**src/rtl/op_trans_pkg.sv**
```systemverilog
`default_nettype none
// ============================================================================
// Module : op_trans_pkg
// Brief  : Shared widths and signed saturation helper for op_trans datapaths.
// Rev    : 1.0  initial release
// ============================================================================
package op_trans_pkg;

   localparam int DEFAULT_WIDTH_OPERAND = 8;
   localparam int SAT_W                 = 64;

   typedef struct packed {
      logic [SAT_W-1:0] value;
      logic             overflow;
   } sat_t;

   // Clamp a sign-extended value into the signed range of 'width' bits.
   function automatic sat_t sat_signed(input logic signed [SAT_W-1:0] value,
                                       input int                      width);
      logic signed [SAT_W-1:0] max_v;
      logic signed [SAT_W-1:0] min_v;
      sat_t                    r;
      max_v      = (64'sd1 <<< (width - 1)) - 64'sd1;
      min_v      = ~max_v;
      r.value    = value;
      r.overflow = 1'b0;
      if (value > max_v) begin
         r.value    = max_v;
         r.overflow = 1'b1;
      end else if (value < min_v) begin
         r.value    = min_v;
         r.overflow = 1'b1;
      end
      return r;
   endfunction

endpackage
`default_nettype wire

```
**src/rtl/sub_sat_stage.sv**
```systemverilog
`default_nettype none
// ============================================================================
// Module : sub_sat_stage
// Brief  : Combinational saturate/wrap of a signed value to WIDTH_DIFF bits.
// Rev    : 1.0  initial release
// ============================================================================
module sub_sat_stage
   import op_trans_pkg::*;
#(
   parameter int WIDTH_IN   = 9,
   parameter int WIDTH_DIFF = 8,
   parameter int SATURATE   = 1
) (
   input  logic signed [WIDTH_IN-1:0]   value,
   output logic        [WIDTH_DIFF-1:0] result,
   output logic                         overflow
);

   if (WIDTH_DIFF >= WIDTH_IN) begin : g_extend
      assign result   = WIDTH_DIFF'(value);
      assign overflow = 1'b0;
   end else begin : g_narrow
      logic signed [SAT_W-1:0] ext;
      sat_t                    sat;

      assign ext      = SAT_W'(value);
      assign sat      = sat_signed(ext, WIDTH_DIFF);
      assign overflow = sat.overflow;

      if (SATURATE != 0) begin : g_sat
         assign result = sat.value[WIDTH_DIFF-1:0];
      end else begin : g_wrap
         assign result = value[WIDTH_DIFF-1:0];
      end

      // The clamped value must always be a sign extension of its low bits.
      always_comb begin : p_clamp_range
         assert (sat.value[SAT_W-1:WIDTH_DIFF] ==
                 {(SAT_W-WIDTH_DIFF){sat.value[WIDTH_DIFF-1]}});
      end
   end

endmodule
`default_nettype wire

```
**src/rtl/sub_pipe.sv**
```systemverilog
`default_nettype none
// ============================================================================
// Module : sub_pipe
// Brief  : Two-stage signed subtractor with valid/ready on both sides.
// Rev    : 1.0  initial release
// ============================================================================
module sub_pipe
   import op_trans_pkg::*;
#(
   parameter int WIDTH_OPERAND = DEFAULT_WIDTH_OPERAND,
   parameter int WIDTH_DIFF    = WIDTH_OPERAND,
   parameter int SATURATE      = 1
) (
   input  logic                     clk,
   input  logic                     rst,
   input  logic                     in_valid,
   output logic                     in_ready,
   input  logic [WIDTH_OPERAND-1:0] minuend,
   input  logic [WIDTH_OPERAND-1:0] subtrahend,
   output logic                     out_valid,
   input  logic                     out_ready,
   output logic [WIDTH_DIFF-1:0]    difference,
   output logic                     overflow
);

   localparam int WIDTH_EXACT = WIDTH_OPERAND + 1;

   logic                          s1_valid;
   logic                          s2_valid;
   logic                          s1_adv;
   logic                          s2_adv;
   logic signed [WIDTH_EXACT-1:0] exact;
   logic signed [WIDTH_EXACT-1:0] s1_diff;
   logic        [WIDTH_DIFF-1:0]  sat_result;
   logic                          sat_overflow;

   assign exact = $signed({minuend[WIDTH_OPERAND-1], minuend})
                - $signed({subtrahend[WIDTH_OPERAND-1], subtrahend});

   assign s2_adv    = !s2_valid || out_ready;
   assign s1_adv    = !s1_valid || s2_adv;
   assign in_ready  = s1_adv;
   assign out_valid = s2_valid;

   sub_sat_stage #(
      .WIDTH_IN   (WIDTH_EXACT),
      .WIDTH_DIFF (WIDTH_DIFF),
      .SATURATE   (SATURATE)
   ) u_sat (
      .value    (s1_diff),
      .result   (sat_result),
      .overflow (sat_overflow)
   );

   // Data registers load only on a valid transfer; empty stages keep stale data.
   always_ff @(posedge clk or posedge rst) begin
      if (rst) begin
         s1_valid   <= 1'b0;
         s1_diff    <= '0;
         s2_valid   <= 1'b0;
         difference <= '0;
         overflow   <= 1'b0;
      end else begin
         if (s1_adv) begin
            s1_valid <= in_valid;
            if (in_valid) begin
               s1_diff <= exact;
            end
         end
         if (s2_adv) begin
            s2_valid <= s1_valid;
            if (s1_valid) begin
               difference <= sat_result;
               overflow   <= sat_overflow;
            end
         end
      end
   end

endmodule
`default_nettype wire

```
**config.mk**
```make
export PLATFORM = sky130hd
export DESIGN_NAME = sub_pipe
export DESIGN_NICKNAME = d
export VERILOG_FILES = /design/src/rtl/op_trans_pkg.sv /design/src/rtl/sub_sat_stage.sv /design/src/rtl/sub_pipe.sv
export SDC_FILE = /design/constraint.sdc
export NUM_CORES = 1
export LEC_CHECK = 0
export ABC_AREA = 1
export ABC_CLOCK_PERIOD_IN_PS = 2100
export BUFFER_PORTS_ARGS = -buffer_cell sky130_fd_sc_hd__buf_2
export CAP_MARGIN = 20
export CORE_MARGIN = 4
export CORE_UTILIZATION = 35
export CTS_CLUSTER_DIAMETER = 150
export DETAILED_ROUTE_END_ITERATION = 8
export HOLD_SLACK_MARGIN = 0.15
export PLACE_DENSITY = 0.68
export SLEW_MARGIN = 20
export SYNTH_ARGS = -nofsm -noshare
export SYNTH_HDL_FRONTEND = slang
export SYNTH_SLANG_ARGS = --single-unit
```
**constraint.sdc**
```tcl
create_clock -name clk -period 2.1 [get_ports clk]
set_clock_uncertainty 0.05 [all_clocks]
set_input_delay 0.42 -clock clk [delete_from_list [all_inputs] [get_ports clk]]
set_output_delay 0.42 -clock clk [all_outputs]
set_load 0.01 [all_outputs]
```
[After elaboration in Yosys (flattened, before gate mapping)]
Index checks and enable logic that the tools add are counted.
Cells by class
  add/subtract/negate cells: 1
  mux-type cells: 2
  order comparisons: 2
  reduce and logical (&&, ||, !) cells: 6
Operators by type and width (number)
  9-bit two-way mux: 2
  9-bit by 8-bit greater-than comparator with 1-bit output, second input constant: 1
  9-bit by 8-bit less-than comparator with 1-bit output, second input constant: 1
  8-bit by 8-bit subtractor with 9-bit output: 1
  2-bit AND reduction: 2
  1-bit zero test: 2
  1-bit logical OR: 2
Word-level totals
  output and inout bits: 11
  input port bits: 20
  logic and storage cells: 16
  register bits after elaboration: 20

[Longest topological paths before layout]
  depth after elaboration: 4
  mapped depth: 12
  gate-level depth less buffers: 12

[Modules after synthesis]
Synthesis repeated with hierarchy kept, for this count alone.
Unflattened totals
  cells, all modules: 157
  area total of the unflattened synthesis: 1261.2 um^2
Modules (own cells, without submodules)
  sub_pipe: area each 1171.1 um^2, sequential area each 500.5 um^2, times used 1, cells an instance 137
  sub_sat_stage: area each 90.1 um^2, sequential area each 0.0 um^2, times used 1, cells an instance 20

[Worst setup path before layout]
No wires, ideal clock.
  kind: input port to flip-flop
  start: input port minuend[0]
  end: register s1_diff[8]
  data required time: 1934 ps
  slack: 445 ps
  setup time: 116 ps
  cell stages on the path: 11
  arrival time: 1488 ps
  path buffers: 0
  cell sequence: inv_1 > ha_1 > fa_1 > inv_1 > nand2_1 > nand2_2 > nand3_1 > nand3_1 > nand2_1 > nand2_1 > nand2_1
On the way
  cells in the longest elaborated chain, start to end: 1
Ends and longest elaborated chain
  start, declared: line sub_pipe.sv:18  | input logic [WIDTH_OPERAND-1:0] minuend,
  8-bit by 8-bit subtractor with 9-bit output: line sub_pipe.sv:38  | - $signed({subtrahend[WIDTH_OPERAND-1], subtrahend});
  end signal, assigned: line sub_pipe.sv:67  | s1_diff <= exact;
  end, declared: line sub_pipe.sv:33  | logic signed [WIDTH_EXACT-1:0] s1_diff;
Every way passes these cells.
A chain may end at the register's enable or synchronous reset.

[Final worst setup path]
  start: input port minuend[0]
  end: register s1_diff[6]
The elaborated chain is that of the path after synthesis.

==> impl_metrics.ini <==
[run_status]
status = complete, no violations

[global_route]
grt_pass1_vias = 906
gr-total-overflow = 0
grt_pass1_wl_um = 3620
gr-usage-all-layers_pct = 10.6
grt_max_degree = 21
antenna_found_initial = 0

[timing]
slew_violations = 0
fin_hold_ws_ns = 0.184
setup_tns_ns = 0
rsz0062_at_grt = no
worst_slew_margin_rel_pct = 52.0
fin_crit_sh_pct = 73.7
setup_viol = 0
post-route-min-period_ns = 1.55
fmax_mhz = 646
hold_violations = 0
worst_slew_pin_slew_ns = 0.719

[clock_network]
cts_root_buffer = clkbuf_4
cts_setup_buffers = 0
cts_sinks = 20
holdBufCountCts = 0
cts_buffers = 3
clkLatencyLatePin_ns = 0.28
clk_pin_slew_ns = 0.10
cts_buffer_depth = 2
cts_tree = yes
cts-resized-gates = 0
cts_htree_levels = 1

[critical_path]
critPathKind = in -> reg
crit_path_end_kind = register
path_cells = buf_2 -> inv_1 -> ha_1 -> fa_1 -> inv_1 -> nand2_1 -> nand2_2 -> nand3b_1 -> nand2_1 -> nand2_1 -> nand3_1 -> nand2_1
crit_path_top_delay_cell = fa_1
start_kind = primary input
critical_path_required_ns = 2.23
worstPathArrival_ns = 1.68
r2r-start = out_valid$_DFFE_PP0P_
path_max_fanout = 3
cp_common_cell = nand2_1
startpoint = minuend[0]
cp_slowest_stage_delay_ns = 0.41

[logic_synthesis]
netlist-cell-type-count = 19
syn-num-nets = 186
synth_area_um2 = 1180
synth_warnings = 0
netlist_top_cells_area = dfrtp_1 (42%), nand2_1 (19%), ha_1 (8.5%)
synth_top_area_cell = dfrtp_1
synth_sequential_area_ratio_pct = 42.3
avgSynthCellArea_um2 = 7.54
synthCells = 157
synth-seq-cells = 20
post-synth-top-area-fraction_pct = 42.3

[route]
detail_route.iter0.violations = 33
vias_per_cell = 4.27
first_pass_iters = 3
vias = 990
drc = 0
avgRoutedWirePerCell_um = 8.95
ant_nets = 0
wl_um = 2080

[power]
ir_drop_mv = 0.231
powerDensity_nw_per_um2 = 805
total_leakage_power_uw = 0.000833

[final_layout]
n_antenna_cell = 0
area_growth_syn_to_layout_pct = 17.9
layout.nets = 219
drive_gt1_share_pct = 19.7
fin_util_pct = 44.2

[die]
start_util_pct = 37.5
die_area_um2 = 4380
core_um2 = 3150
pin_count = 31
dieHeight_um = 66.2
rows = 20
fp.dieW_um = 66.2

[placement]
dp_hpwl_um = 1720
port_buffers = 30
gp_congestion = 0.770

[min_path]
holdCritPathClass = in -> async

[job]
max_cap_violations = 0
## power breakdown
| part | leakage (uW) | internal, uW | switching [uW] | total, uW |
|---|---|---|---|---|
| Sequential | 0.000243 | 499 | 59.4 | 559 |
| Combinational | 0.000576 | 164 | 230 | 395 |
| Clock | 0.0000138 | 66.5 | 103 | 170 |
| Total | 0.000833 | 730 | 393 | 1120 |
## sequential cells by signal, summed over array words and instances, names as in the netlist
register	flops
s1_valid	1
difference	8
out_valid	1
s1_diff	9
overflow	1
## cell families after synthesis
| family | Yosys count | synth area share, % |
|---|---|---|
| and+or+nand+nor | 79 | 28.1 |
| xor gates and xnor gates | 3 | 2.22 |
| AOI/OAI and AO/OA | 18 | 7.61 |
| DFF | 20 | 42.3 |
| adders and majority gates | 9 | 10.1 |
| buffers and inverters | 28 | 9.62 |
## cells in the final DEF, fill, tap and decap left out
master     n
nor2_2     1
nor2_1     4
nand3_1    7
dfrtp_1   20
nand2_1   60
xor2_1     2
clkbuf_4   3
o21ai_1    6
buf_2     30
xnor2_1    1
nand2_2    2
nand3_2    1
fa_1       1
ha_1       8
or2_1      1
o21ai_0    7
nand3b_1   3
inv_1     26
a21oi_1    5
## cell usage after synthesis
cell type,instances
xnor2_1,1
o21ai_0,7
ha_1,8
dfrtp_1,20
nand3_2,1
nand3_1,7
xor2_1,2
nor2_2,1
o21ai_1,6
nor2_1,4
buf_2,1
a21oi_1,5
inv_1,26
buf_6,1
nand2_1,60
nand3b_1,3
fa_1,1
nand2_2,2
or2_1,1
## path summary, 6_finish.rpt
path | end | cells after the start | slack, ns
worst max-delay path | s1_diff[6]$_DFFE_PP0P_ | 12 | 0.55
worst min-delay path | difference[0]$_DFFE_PP0P_ | 2 | 0.18
min in group clk | s1_valid$_DFFE_PP0N_ | 4 | 0.36
worst min register to register | difference[3]$_DFFE_PP0P_ | 2 | 0.43
max in group asynchronous | overflow$_DFFE_PP0P_ | 2 | 1.36
worst max register to register | difference[2]$_DFFE_PP0P_ | 5 | 0.76
## stage by stage
| stage | cell area, um^2 | total power (uW) | worst slack [ns] | instances |
|---|---|---|---|---|
| after floorplan | 1180 | 830 | 0.445 | 157 |
| after global placement | 1370 | 958 | 0.309 | 229 |
| after detailed placement | 1370 | 970 | 0.242 | 229 |
| after CTS | 1400 | 1140 | 0.553 | 232 |
| after global routing | 1400 | 1230 | 0.499 | 232 |
| final | 1400 | 1120 | 0.552 | 232 |
## final cells by class
type | instances | area [um^2]
Fill cell | 352 | 1760
Multi-Input combinational cell | 109 | 569
Tap cell | 44 | 55.1
Sequential cell | 20 | 500
Inverter | 26 | 97.6
Clock buffer | 3 | 22.5
Timing Repair Buffer | 30 | 150
## critical path: cells and delay by family
family / cells / cell delay (ns)
adders and majority gates: 2 / 0.63
buffers and inverters: 3 / 0.17
and+or+nand+nor: 7 / 0.46
## metal layers
metal / routed length, um / share of wire [%] / track usage (%)
met5: 0 / 0 / 0
met4: 13 / 0.63 / 3.81
met3: 126 / 6.1 / 2.21
met2: 960 / 46 / 18.1
met1: 976 / 47 / 12.9
Note: power is estimated with default switching activity, not from simulation.
